[config.mk]
export PLATFORM = sky130hd
export DESIGN_NAME = opcg_scan_ctrl
export DESIGN_NICKNAME = d
export VERILOG_FILES = /design/src/rtl/opcg_scan_ctrl.sv
export SDC_FILE = /design/constraint.sdc
export NUM_CORES = 1
export LEC_CHECK = 0
export BUFFER_PORTS_ARGS = -buffer_cell sky130_fd_sc_hd__buf_2
export CAP_MARGIN = 20
export CORE_MARGIN = 2
export CORE_UTILIZATION = 56
export CTS_CLUSTER_DIAMETER = 50
export CTS_CLUSTER_SIZE = 8
export DETAILED_ROUTE_END_ITERATION = 16
export GPL_ROUTABILITY_DRIVEN = 0
export PLACE_DENSITY = 0.76
export SLEW_MARGIN = 10
export SYNTH_ARGS = -nofsm -noshare
export SYNTH_HDL_FRONTEND = slang
export SYNTH_SLANG_ARGS = --single-unit
[constraint.sdc]
create_clock -name tck -period 5.8 [get_ports tck]
set_clock_uncertainty 0.05 [all_clocks]
set_input_delay 1.16 -clock tck [delete_from_list [all_inputs] [get_ports tck]]
set_output_delay 1.16 -clock tck [all_outputs]
set_load 0.02 [all_outputs]
[src/rtl/opcg_scan_ctrl.sv]
// TCK-domain OPCG test-side initiator: a JTAG TDR selects app/scan mode and
// requests capture bursts, each sequenced as a four-phase tscan_exe/texe_done handshake.
module opcg_scan_ctrl #(
  parameter int CNT_W   = 4,
  parameter int TIMEOUT = 64,
  parameter int TO_W    = 7
) (
  input  logic tck,
  input  logic trst,
  input  logic ir_sel,
  input  logic capture_dr,
  input  logic shift_dr,
  input  logic update_dr,
  input  logic tdi,
  output logic tdo,
  input  logic texe_done,
  output logic tapp_active,
  output logic tscan_exe,
  output logic busy,
  output logic err
);

  localparam int DR_W = CNT_W + 2;

  typedef enum logic [1:0] {IDLE, REQ, REL, ABORT} state_t;

  state_t            state, state_nxt;
  logic [DR_W-1:0]   dr;
  logic [CNT_W-1:0]  count, count_nxt;
  logic [CNT_W-1:0]  dr_cnt;
  logic [TO_W-1:0]   tocnt;
  logic              upd, start, timeout;

  function automatic logic [CNT_W-1:0] sat_dec(input logic [CNT_W-1:0] v);
    return (v == '0) ? v : v - 1'b1;
  endfunction

  assign upd     = ir_sel & update_dr;
  assign dr_cnt  = dr[DR_W-1:2];
  // A burst request with app_req set is dropped: bursts only make sense in scan mode.
  assign start   = upd & ~busy & ~dr[0] & (dr_cnt != '0);
  assign timeout = (tocnt == TO_W'(TIMEOUT));
  assign tdo     = dr[0];

  // Handshake sequencing; a texe_done edge takes priority over a same-cycle timeout.
  always_comb begin
    state_nxt = state;
    count_nxt = count;
    case (state)
      IDLE: begin
        if (start) begin
          state_nxt = REQ;
          count_nxt = dr_cnt;
        end
      end
      REQ: begin
        if (texe_done) begin
          state_nxt = REL;
          count_nxt = sat_dec(count);
        end else if (timeout) begin
          state_nxt = ABORT;
        end
      end
      REL: begin
        if (!texe_done) state_nxt = (count == '0) ? IDLE : REQ;
        else if (timeout) state_nxt = ABORT;
      end
      ABORT: begin
        state_nxt = IDLE;
        count_nxt = '0;
      end
      default: state_nxt = IDLE;
    endcase
  end

  // Control state, phase timer and status
  always_ff @(posedge tck or posedge trst) begin
    if (trst) begin
      state       <= IDLE;
      count       <= '0;
      tocnt       <= '0;
      tscan_exe   <= 1'b0;
      busy        <= 1'b0;
      tapp_active <= 1'b1;
      err         <= 1'b0;
    end else begin
      state     <= state_nxt;
      count     <= count_nxt;
      tscan_exe <= (state_nxt == REQ);
      busy      <= (state_nxt != IDLE);
      if (state_nxt != state)                tocnt <= '0;
      else if (state == REQ || state == REL) tocnt <= tocnt + 1'b1;
      if (upd && !busy) tapp_active <= dr[0];
      if (state == ABORT)     err <= 1'b1;
      else if (upd && dr[1])  err <= 1'b0;
    end
  end

  // Test data register
  always_ff @(posedge tck or posedge trst) begin
    if (trst) begin
      dr <= '0;
    end else if (ir_sel) begin
      if (capture_dr)    dr <= {count, err, tapp_active};
      else if (shift_dr) dr <= {tdi, dr[DR_W-1:1]};
    end
  end

endmodule
# Word-level counts from Yosys, hierarchy flattened

Index checks and enable logic that the tools add are counted.

Register bits: 23
Bits in latches: 0
Memory bits (writable): 0
Memory bits (read-only): 0
Bits of input ports: 8
Output and inout port bits: 5
Logic and storage cells: 55
Memories kept: 0

Add/sub/neg operators: 2
$mul: 0
Div/mod/pow operators: 0
$lt $le $gt $ge: 0
Equal/unequal tests: 9
Shift-type cells: 0
Muxes and demuxes: 16
Bitwise gates (word level): 6
Reduce and logical (&&, ||, !) cells: 14

Operator list:

| cell                                              | number |
|---|---|
| two-way mux 7 bit                                 | 2 |
| two-way mux 4 bit                                 | 3 |
| two-way mux 6 bit                                 | 2 |
| case mux 4 bit (3 select lines)                   | 1 |
| two-way mux 2 bit                                 | 4 |
| case mux 2 bit (4 select lines)                   | 1 |
| nonzero test 2 bit                                | 4 |
| adder 7 x 1 -> 7 bit (second input constant)      | 1 |
| == test 7 bit (second input constant)             | 1 |
| inequality test 2 bit (second input constant)     | 3 |
| bitwise AND 1 bit                                 | 4 |
| == test 2 x 1 -> 1 bit (second input constant)    | 2 |
| == test 2 bit (second input constant)             | 2 |
| zero test 4 bit                                   | 1 |
| AND reduction 4 bit                               | 1 |
| nonzero test 4 bit                                | 1 |
| subtractor 4 x 1 -> 4 bit (second input constant) | 1 |
| two-way mux 1 bit                                 | 3 |
| nonzero test 3 bit                                | 1 |
| logical AND 1 bit                                 | 2 |
| zero test 2 bit                                   | 1 |
| inequality test 2 bit                             | 1 |
| inverter 1 bit                                    | 2 |
| AND reduction 2 bit                               | 1 |
| 2 further kinds                                   | 2 |

# Depth between registers and ports, before layout

Gate-level depths: netlist of the first run.

Depth in word-level cells: 8
Mapped depth: 8
Mapped depth without buffers: 7

# Least setup slack after synthesis of the first run

No wires, ideal clock.

Path kind: input port to flip-flop
Start point: in ir_sel
End point: reg count[1]
Arrival time: 2.441 ns
Required time: 5.621 ns
Slack: 3.180 ns
Stages: 5
Path buffers: 0
Cells stage by stage: nand2_1 -> or4_4 -> a221o_1 -> a311oi_1 -> a21oi_1

Longest elaborated chain between the ends: 6

RTL lines:

| item                            | RTL line | RTL |
|---|---|---|
| start: declaration              | 10       | `input logic ir_sel,` |
| bitwise AND 1 bit               | 38       | `assign upd = ir_sel & update_dr;` |
| bitwise AND 1 bit (3 in series) | 41       | `assign start = upd & ~busy & ~dr[0] & (dr_cnt != '0);` |
| inequality test 2 bit (no line) | -        |  |
| AND reduction 4 bit (no line)   | -        |  |
| end signal: assignment          | 88       | `count <= count_nxt;` |
| end: declaration                | 29       | `logic [CNT_W-1:0] count, count_nxt;` |

Every way passes these cells.
A chain may end at the register's enable or synchronous reset.

# Final worst setup path of the first run

Same ends and word-level chain as after synthesis.

==> impl_metrics.env, run 1 <==
export IMPL_cp_num_buf_inv=1
export IMPL_ff2ff_path_depth=7
export IMPL_dp_hpwl_mm=2.16
export IMPL_drtIter0Drc=20
export IMPL_worstPathCellList="buf_2 -> nand2_1 -> or4_4 -> a221o_1 -> a311oi_1 -> a21oi_1"
export IMPL_ys_flop_type="dfrtp_1"
export IMPL_synth_edf_count=0
export IMPL_wl_per_cell_microns=15.5
export IMPL_worst_path_max_fanout=11
export IMPL_initial_core_util_pct=60.5
export IMPL_rr_startpoint="count[0]"
export IMPL_cts_resized=0
export IMPL_yosysWarnings=0
export IMPL_grt_pass1_wl_mm=4.94
export IMPL_cts_setup_buffers=0
export IMPL_max_cap_violations=0
export IMPL_yosys_top_cells_count="dfrtp_1 (22), nand2_1 (16), inv_1 (14), nor2_1 (14)"
export IMPL_cts_tree="yes"
export IMPL_peakVddDrop_mv=0.242
export IMPL_die_area_sq_mm=0.00285
export IMPL_drive_gt1_share_pct=13.0
export IMPL_power_leakage_nw=0.713
export IMPL_finalSetupTns_ps=0
export IMPL_hold_viol=0
export IMPL_cts_buffer_depth=2
export IMPL_cpLargestDelayFamily="compound AO/OA/AOI/OAI gates"
export IMPL_hp_class="flip-flop to flip-flop"
export IMPL_nNetsFinal=180
export IMPL_fin_crit_ps=2630
export IMPL_syn_avg_cell_area_sq_um=9.15
export IMPL_ys_types=35
export IMPL_overflow=0
export IMPL_worstPathRequired_ps=5970
export IMPL_critPathKind="input port to flip-flop"
export IMPL_grt_total_usage_pct=24.2
export IMPL_postSynth_asyncResetShare_pct=100
export IMPL_status="completed"
export IMPL_antenna_found_initial=0
export IMPL_worst_slew_pin_slew_ps=878
export IMPL_ys_seq_area_share_pct=42.3
export IMPL_pwr_density_cell_mw_per_mm2=481
export IMPL_maxSlewHeadroom_pct=41.4
export IMPL_min_from="count[0]"
export IMPL_crit_path_top_delay_cell="or4_4"
export IMPL_p_total_mw=0.710
export IMPL_htreeDepth=1
export IMPL_cts_buffers=3
export IMPL_first_pass_iters=4
export IMPL_syn_inst=149
export IMPL_setup_ws_ps=3170
export IMPL_dp_cells=186
export IMPL_die_h_microns=53.4
export IMPL_yosysMostFrequentCell="dfrtp_1"
export IMPL_synth_area_leaders="dfrtp_1 (40%), ha_1 (8.3%), a22o_1 (4.5%)"
export IMPL_clkTransAtPathRegs_ps=130
export IMPL_rsz0062_at_grt="no"
export IMPL_synthesis_area_sq_mm=0.00136
export IMPL_arrival_ps=2800
export IMPL_root_buffer="clkbuf_4"
export IMPL_synth_top_area_share_pct=40.4
export IMPL_fmax_ghz=0.380
export IMPL_grt_max_degree=24
export IMPL_fp_coreArea_sq_mm=0.00225
export IMPL_viasPerCell=5.93
export IMPL_area_delta_synth_final_pct=8.16
export IMPL_io_buffers=12
export IMPL_drc=0
export IMPL_cpPeakStageDelay_ps=510
export IMPL_dp_slack_ps=2860
export IMPL_ant_nets=0
export IMPL_cp_depth=6
export IMPL_grt_pass1_vias=1132
export IMPL_diodes=0
export IMPL_wirelength_mm=2.95
export IMPL_hold_buffers=0
export IMPL_route_vias_total=1126
export IMPL_cp_start_kind="input port"
export IMPL_setup_viol=0
export IMPL_cp_end_kind="flip-flop"
export IMPL_ys_ff_latch=23
export IMPL_die_w_microns=53.4
export IMPL_crit_start="ir_sel"
export IMPL_fillerInstances=201
export IMPL_ios=13
export IMPL_fin_cells=190
export IMPL_synth_nets=166
export IMPL_finalCritPeriodShare_pct=45.4
export IMPL_clock_sinks=23
export IMPL_fin_util_pct=65.4
export IMPL_drv_slew=0
export IMPL_std_cell_rows=17
export IMPL_synth_top_area_cell="dfrtp_1"
export IMPL_hold_depth=1
export IMPL_clock_latency_ps=320
-- state kept, by name, indices dropped and copies added, names as in the netlist --
register,cells
dr,6
tocnt,7
count,4
tscan_exe,1
busy,1
state,2
tapp_active,1
err,1
-- per-stage QoR --
step                      area (sq um)  hold WS, ps
after detailed placement          1450          456
after global placement            1450          443
after CTS                         1480          474
after global routing              1480          512
final                             1480          474
after floorplan                   1360          420
-- worst reg2reg max path, stage by stage (launching register included) --
cell and delay, ps:
dfrtp_1 430, inv_1 120, ha_1 150, or3b_2 490, or4_1 440, a31oi_1 200, a2111o_2 210, nor2_1 70
-- routing by layer --
layer | up-vias | track usage [%] | wire, microns
met5 | - | 0 | 0
met3 | 9 | 4.24 | 109
met1 | 532 | 27.9 | 1280
met2 | 24 | 41.4 | 1480
met4 | 0 | 14.1 | 78
li1 | 561 | - | -
-- final timing paths --
path	endpoint	slack [ps]
max in group asynchronous	count[3]	4220
worst min register to register	count[0]	470
worst max-delay path	count[1]	3170
min in group asynchronous	tocnt[3]	950
worst max register to register	tocnt[3]	3550
worst min-delay path	count[0]	470
-- report_power, final --
group / switching [mW] / internal (mW) / total [mW]
Clock: 0.0524 / 0.0259 / 0.0783
Combinational: 0.206 / 0.147 / 0.353
Sequential: 0.0598 / 0.218 / 0.278
-- logic make-up after synthesis --
kind of cell / share of synthesized area [%]
flip-flops: 42.3
adder cells (fa/ha/maj): 8.26
AO/OA/AOI/OAI: 20.1
buffers and inverters: 4.68
XOR/XNOR: 3.85
multiplexers: 2.29
AND/OR/NAND/NOR: 18.5
-- layout make-up --
class,count,area (sq um),share of cell area [%]
timing repair buffer,12,60.1,4.07
sequential,23,577,39.1
inverter,14,52.6,3.56
tap,28,35.0,2.37
clock inverter,1,5.00,0.339
multi-input combinational,109,723,49.0
clock buffer,3,22.5,1.53
-- layout by cell type (no fill, tap or decap), drive strengths merged, types with 2 or more instances in the layout --
cell | netlist | final
nand2 | 16 | 16
nand4 | 4 | 4
xor2 | 3 | 3
nor4 | 3 | 3
clkbuf | 3 | 3
a211oi | 3 | 3
inv | 14 | 14
a21oi | 9 | 9
mux2i | 2 | 2
nand3 | 3 | 3
dfrtp | 22 | 22
o21ai | 7 | 7
a22o | 7 | 7
nand3b | 2 | 2
a31oi | 4 | 4
a211o | 2 | 2
ha | 9 | 9
xnor2 | 3 | 3
or4 | 4 | 4
buf | 0 | 12
o22ai | 2 | 2
nor2 | 14 | 14
Note: power is estimated with default switching activity, not from simulation.
==> inputs of run 2 (changes only) <==
clock period = 2.68 ns   (was 5.8 ns; I/O delays follow)
==> run 2 against run 1 <==
  * Worst hold slack got worse by 160 ps
  * Sequential power is 120% higher
  * Critical path depth up 1
  * Register-to-register slack lost 3200 ps
  * Flip-flop and latch count did not move
  * Final cell count stayed put
  * Combinational power up 120%
  * Power rose by 120%
  * Wire length up 0.10%
  * Largest power group unchanged
==> impl_metrics.env, run 2 (same netlist as run 1, synthesis figures left out) <==
export IMPL_status="completed"
export IMPL_clockPowerShare_pct=10.9
export IMPL_critPathKind="flip-flop to flip-flop"
export IMPL_wirelength_mm=2.95
export IMPL_layout_common_cells="dfrtp_1 (22), nand2_1 (16), nor2_1 (14), inv_1 (14), buf_2 (12)"
export IMPL_cp_end_kind="flip-flop"
export IMPL_io_buffers=12
export IMPL_first_pass_iters=4
export IMPL_setup_viol=0
export IMPL_crit_path_top_delay_cell="or3b_2"
export IMPL_worstPathCellList="inv_1 -> ha_1 -> or3b_2 -> or4_1 -> a31oi_1 -> a2111o_2 -> nor2_1"
export IMPL_antenna_found_initial=0
export IMPL_pwr_density_cell_mw_per_mm2=1040
export IMPL_grt_pass1_wl_mm=4.69
export IMPL_die_area_sq_mm=0.00285
export IMPL_fillerInstances=206
export IMPL_rsz0062_at_grt="no"
export IMPL_regMostFlops="tocnt"
export IMPL_cp_start_kind="flip-flop"
export IMPL_dp_hpwl_mm=2.20
export IMPL_diodes=0
export IMPL_final_common_cell="dfrtp_1"
export IMPL_fp_coreArea_sq_mm=0.00225
export IMPL_htreeDepth=1
export IMPL_pwr_share_seq_pct=39.1
export IMPL_hold_viol=0
export IMPL_finalSetupTns_ps=0
export IMPL_multi_input_area_sq_um=723
export IMPL_p_total_mw=1.54
export IMPL_cts_buffers=3
export IMPL_fin_crit_ps=2280
export IMPL_wl_per_cell_microns=15.5
export IMPL_top_regs="tocnt x7, dr x6, count x4"
export IMPL_cts_buffer_depth=2
export IMPL_dp_slack_ps=307
export IMPL_ant_nets=0
export IMPL_viasPerCell=6.01
export IMPL_drive_gt1_share_pct=13.0
export IMPL_worst_path_max_fanout=7
export IMPL_setup_ws_ps=398
export IMPL_clkTransAtPathRegs_ps=130
export IMPL_drv_slew=0
export IMPL_grt_pass1_vias=1086
export IMPL_cts_setup_buffers=0
export IMPL_p_comb_share_pct=50.1
export IMPL_nNetsFinal=180
export IMPL_grt_total_usage_pct=23.4
export IMPL_clock_sinks=23
export IMPL_die_w_microns=53.4
export IMPL_clock_latency_ps=320
export IMPL_max_cap_violations=0
export IMPL_fmax_ghz=0.438
export IMPL_hp_class="input port to async pin"
export IMPL_overflow=0
export IMPL_drc=0
export IMPL_ios=13
export IMPL_hold_buffers=0
export IMPL_area_delta_synth_final_pct=8.16
export IMPL_std_cell_rows=17
export IMPL_power_leakage_nw=0.713
export IMPL_seqCellArea_sq_um=577
export IMPL_grt_max_degree=24
export IMPL_finalCritPeriodShare_pct=85.1
export IMPL_worst_slew_pin_slew_ps=866
export IMPL_worstPathRequired_ps=2850
export IMPL_net_switching_power_mw=0.691
export IMPL_cpPeakStageDelay_ps=490
export IMPL_cts_resized=0
export IMPL_p_int_mw=0.848
export IMPL_maxSlewHeadroom_pct=42.2
export IMPL_swShare_pct=44.9
export IMPL_initial_core_util_pct=60.5
export IMPL_peakVddDrop_mv=0.621
export IMPL_largest_reg_flops=7
export IMPL_cts_tree="yes"
export IMPL_drtIter0Drc=29
export IMPL_route_vias_total=1142
export IMPL_die_h_microns=53.4
export IMPL_root_buffer="clkbuf_4"
export IMPL_arrival_ps=2450
[run 2: cell counts in the layout (fill, tap and decap cells not counted)]
No cell type changed its count.
[run 2: final cells by class]
cell class / count / share of cell area, %
clock buffers: 3 / 1.53
clock inverters: 1 / 0.339
inverters: 14 / 3.56
multi-input cells: 109 / 49.0
flip-flops and latches: 23 / 39.1
well taps: 28 / 2.37
repair buffers: 12 / 4.07
[run 2: power by group through the flow]
stage	clock network [mW]	registers, mW	logic, mW
6_report	0.167	0.601	0.770
5_1_grt	0.188	0.616	0.862
4_1_cts	0.169	0.598	0.769
3_5_place_dp	0	0.606	0.767
3_3_place_gp	0	0.599	0.737
2_1_floorplan	0	0.609	0.563
[run 2: worst max-delay path, delay by kind of cell, from the launching register on]
kind / cells / cell delay [ps]
compound gates: 2 / 460
fa+ha+maj: 1 / 150
buf+inv: 1 / 120
flops: 1 / 430
simple gates: 3 / 980
[run 2: path summary, 6_finish.rpt]
kind / from / end / slack (ps) / depth (start not counted)
hold reg to reg: err / err / 480 / 2
setup / recovery: count[0] / tocnt[6] / 400 / 7
min in group tck: update_dr / err / 450 / 4
max in group asynchronous: trst / tocnt[6] / 1730 / 2
hold / removal: trst / busy / 320 / 2
setup reg to reg: count[0] / tocnt[6] / 400 / 7
[run 2: per-layer routing]
metal / global-route usage [%] / vias to the layer above / wire [microns]
li1: - / 559 / -
met1: 26.4 / 545 / 1270
met2: 41.8 / 32 / 1520
met3: 3.39 / 6 / 110
met4: 12.8 / 0 / 55
met5: 0 / - / 0
[run 2: stage by stage]
stage | std cells | hold WS [ps] | util [%] | instance area (sq um)
detailed placement | 186 | 452 | 64.2 | 1450
global route | 190 | 399 | 65.4 | 1480
CTS | 190 | 351 | 65.4 | 1480
finish | 190 | 319 | 65.4 | 1480
global placement | 186 | 440 | 64.2 | 1450
floorplan | 149 | 420 | - | 1360
==> inputs of run 3 (changes only) <==
CORE_ASPECT_RATIO = 0.6   (was default)
CTS_CLUSTER_DIAMETER = default   (was 50)
==> run 3 against run 2 <==
  * Final cell count increased by 1.1%
  * Critical path depth unchanged
  * Clock power increased by 30%
  * Core utilization increased by 1.7 points
  * Sequential share of layout area decreased by 0.56 points
  * Design area increased by 1.4%
  * First-iteration DRC count increased to 3.4 times the previous value
  * Sequential power increased by 0.7%
  * Global-route usage increased by 0.19 points
  * Critical endpoint is now tocnt[1]
==> impl_metrics.env, run 3 (same netlist as run 1, synthesis figures left out) <==
export IMPL_place_area_sq_mm=0.00145
export IMPL_cp_end_kind="flip-flop"
export IMPL_dp_cells=188
export IMPL_first_pass_iters=4
export IMPL_worstPathCellList="inv_1 -> ha_1 -> or3b_2 -> or4_1 -> a31oi_1 -> a2111o_2 -> nor2_1"
export IMPL_viasPerCell=6.06
export IMPL_std_cell_rows=13
export IMPL_arrival_ps=2410
export IMPL_seqCellArea_sq_um=577
export IMPL_htreeDepth=1
export IMPL_antenna_found_initial=0
export IMPL_worstPathRequired_ps=2790
export IMPL_area_delta_synth_final_pct=9.73
export IMPL_nNetsFinal=180
export IMPL_cts_resized=0
export IMPL_grt_pass1_vias=1001
export IMPL_die_area_sq_mm=0.00286
export IMPL_cts_buffer_depth=2
export IMPL_layout_common_cells="dfrtp_1 (22), nand2_1 (16), nor2_1 (14), inv_1 (14), buf_2 (12)"
export IMPL_overflow=0
export IMPL_maxSlewHeadroom_pct=43.3
export IMPL_fin_cells=192
export IMPL_cts_setup_buffers=0
export IMPL_top_regs="tocnt x7, dr x6, count x4"
export IMPL_diodes=0
export IMPL_finalSetupTns_ps=0
export IMPL_root_buffer="clkbuf_8"
export IMPL_pwr_density_cell_mw_per_mm2=1070
export IMPL_initial_core_util_pct=61.2
export IMPL_fp_coreArea_sq_mm=0.00223
export IMPL_dp_hpwl_mm=2.21
export IMPL_wl_per_cell_microns=15.4
export IMPL_drc=0
export IMPL_r2r_slack_ps=380
export IMPL_ff2ff_path_depth=7
export IMPL_stdcell_area_sq_mm=0.00150
export IMPL_largest_reg_flops=7
export IMPL_fmax_ghz=0.434
export IMPL_setup_viol=0
export IMPL_finalCritPeriodShare_pct=85.9
export IMPL_final_common_cell="dfrtp_1"
export IMPL_ios=13
export IMPL_peakVddDrop_mv=0.628
export IMPL_multi_input_area_sq_um=723
export IMPL_grt_total_usage_pct=23.6
export IMPL_crit_path_top_delay_cell="or3b_2"
export IMPL_critPathKind="flip-flop to flip-flop"
export IMPL_worst_path_max_fanout=7
export IMPL_hold_viol=0
export IMPL_cp_start_kind="flip-flop"
export IMPL_die_h_microns=42.2
export IMPL_drtIter0Drc=99
export IMPL_regMostFlops="tocnt"
export IMPL_timing_hold_ws_ps=379
export IMPL_rsz0062_at_grt="no"
export IMPL_wirelength_mm=2.96
export IMPL_die_w_microns=67.7
export IMPL_drive_gt1_share_pct=13.0
export IMPL_hp_class="input port to async pin"
export IMPL_fin_crit_ps=2300
export IMPL_io_buffers=12
export IMPL_clock_latency_ps=270
export IMPL_grt_max_degree=24
export IMPL_clkTransAtPathRegs_ps=80
export IMPL_power_leakage_nw=0.720
export IMPL_drv_slew=0
export IMPL_grt_pass1_wl_mm=4.92
export IMPL_route_vias_total=1164
export IMPL_cpPeakStageDelay_ps=490
export IMPL_hold_buffers=0
export IMPL_max_cap_violations=0
export IMPL_cts_tree="yes"
export IMPL_fillerInstances=177
export IMPL_status="completed"
export IMPL_worst_slew_pin_slew_ps=850
export IMPL_ant_nets=0
export IMPL_clock_sinks=23
export IMPL_cts_buffers=3
run 3: cell types whose count changed in the layout (fill, tap and decap cells not counted):
cell      change
clkbuf_8      +3
clkbuf_4      -3
run 3: cell type report:
cell class / instances / area share (%)
Sequential cell: 23 / 38.5
Clock buffer: 3 / 2.76
Inverter: 14 / 3.51
Clock inverter: 1 / 0.334
Tap cell: 30 / 2.51
Multi-Input combinational cell: 109 / 48.3
Timing Repair Buffer: 12 / 4.01
run 3: path summary, 6_finish.rpt:
| path | from | end |
|---|---|---|
| setup / recovery | count[0] | tocnt[1] |
| hold / removal | trst | dr[4] |
| setup reg to reg | count[0] | tocnt[1] |
| hold reg to reg | count[0] | count[0] |
| max in group asynchronous | trst | tocnt[3] |
| min in group tck | count[0] | count[0] |
run 3: worst max-delay path: cells and delay by family, from the launching register on:
| family | cells | cell delay, ps |
|---|---|---|
| AND/OR/NAND/NOR | 3 | 970 |
| flip-flops | 1 | 420 |
| AO/OA/AOI/OAI | 2 | 410 |
| adder cells (fa/ha/maj) | 1 | 180 |
| buffers and inverters | 1 | 160 |
run 3: report_power, final:
part	switching (mW)	internal (mW)	total (mW)
clock	0.113	0.104	0.217
combinational	0.464	0.322	0.786
sequential	0.131	0.473	0.605
run 3: through the flow:
stage	setup slack, ps	power, mW	utilization [%]
6_report	378	1.61	67.2
5_1_grt	308	1.74	67.2
4_1_cts	386	1.60	67.2
3_5_place_dp	319	1.38	65.1
3_3_place_gp	402	1.34	65.1
2_1_floorplan	677	1.17	-
run 3: metal layers:
metal | track usage (%) | wire length, microns | vias up | share of wire, %
li1 | - | - | 564 | -
met1 | 39.0 | 1500 | 546 | 51
met2 | 29.4 | 1170 | 47 | 39
met3 | 6.45 | 247 | 7 | 8.4
met4 | 6.12 | 40 | 0 | 1.4
met5 | 0 | 0 | - | 0
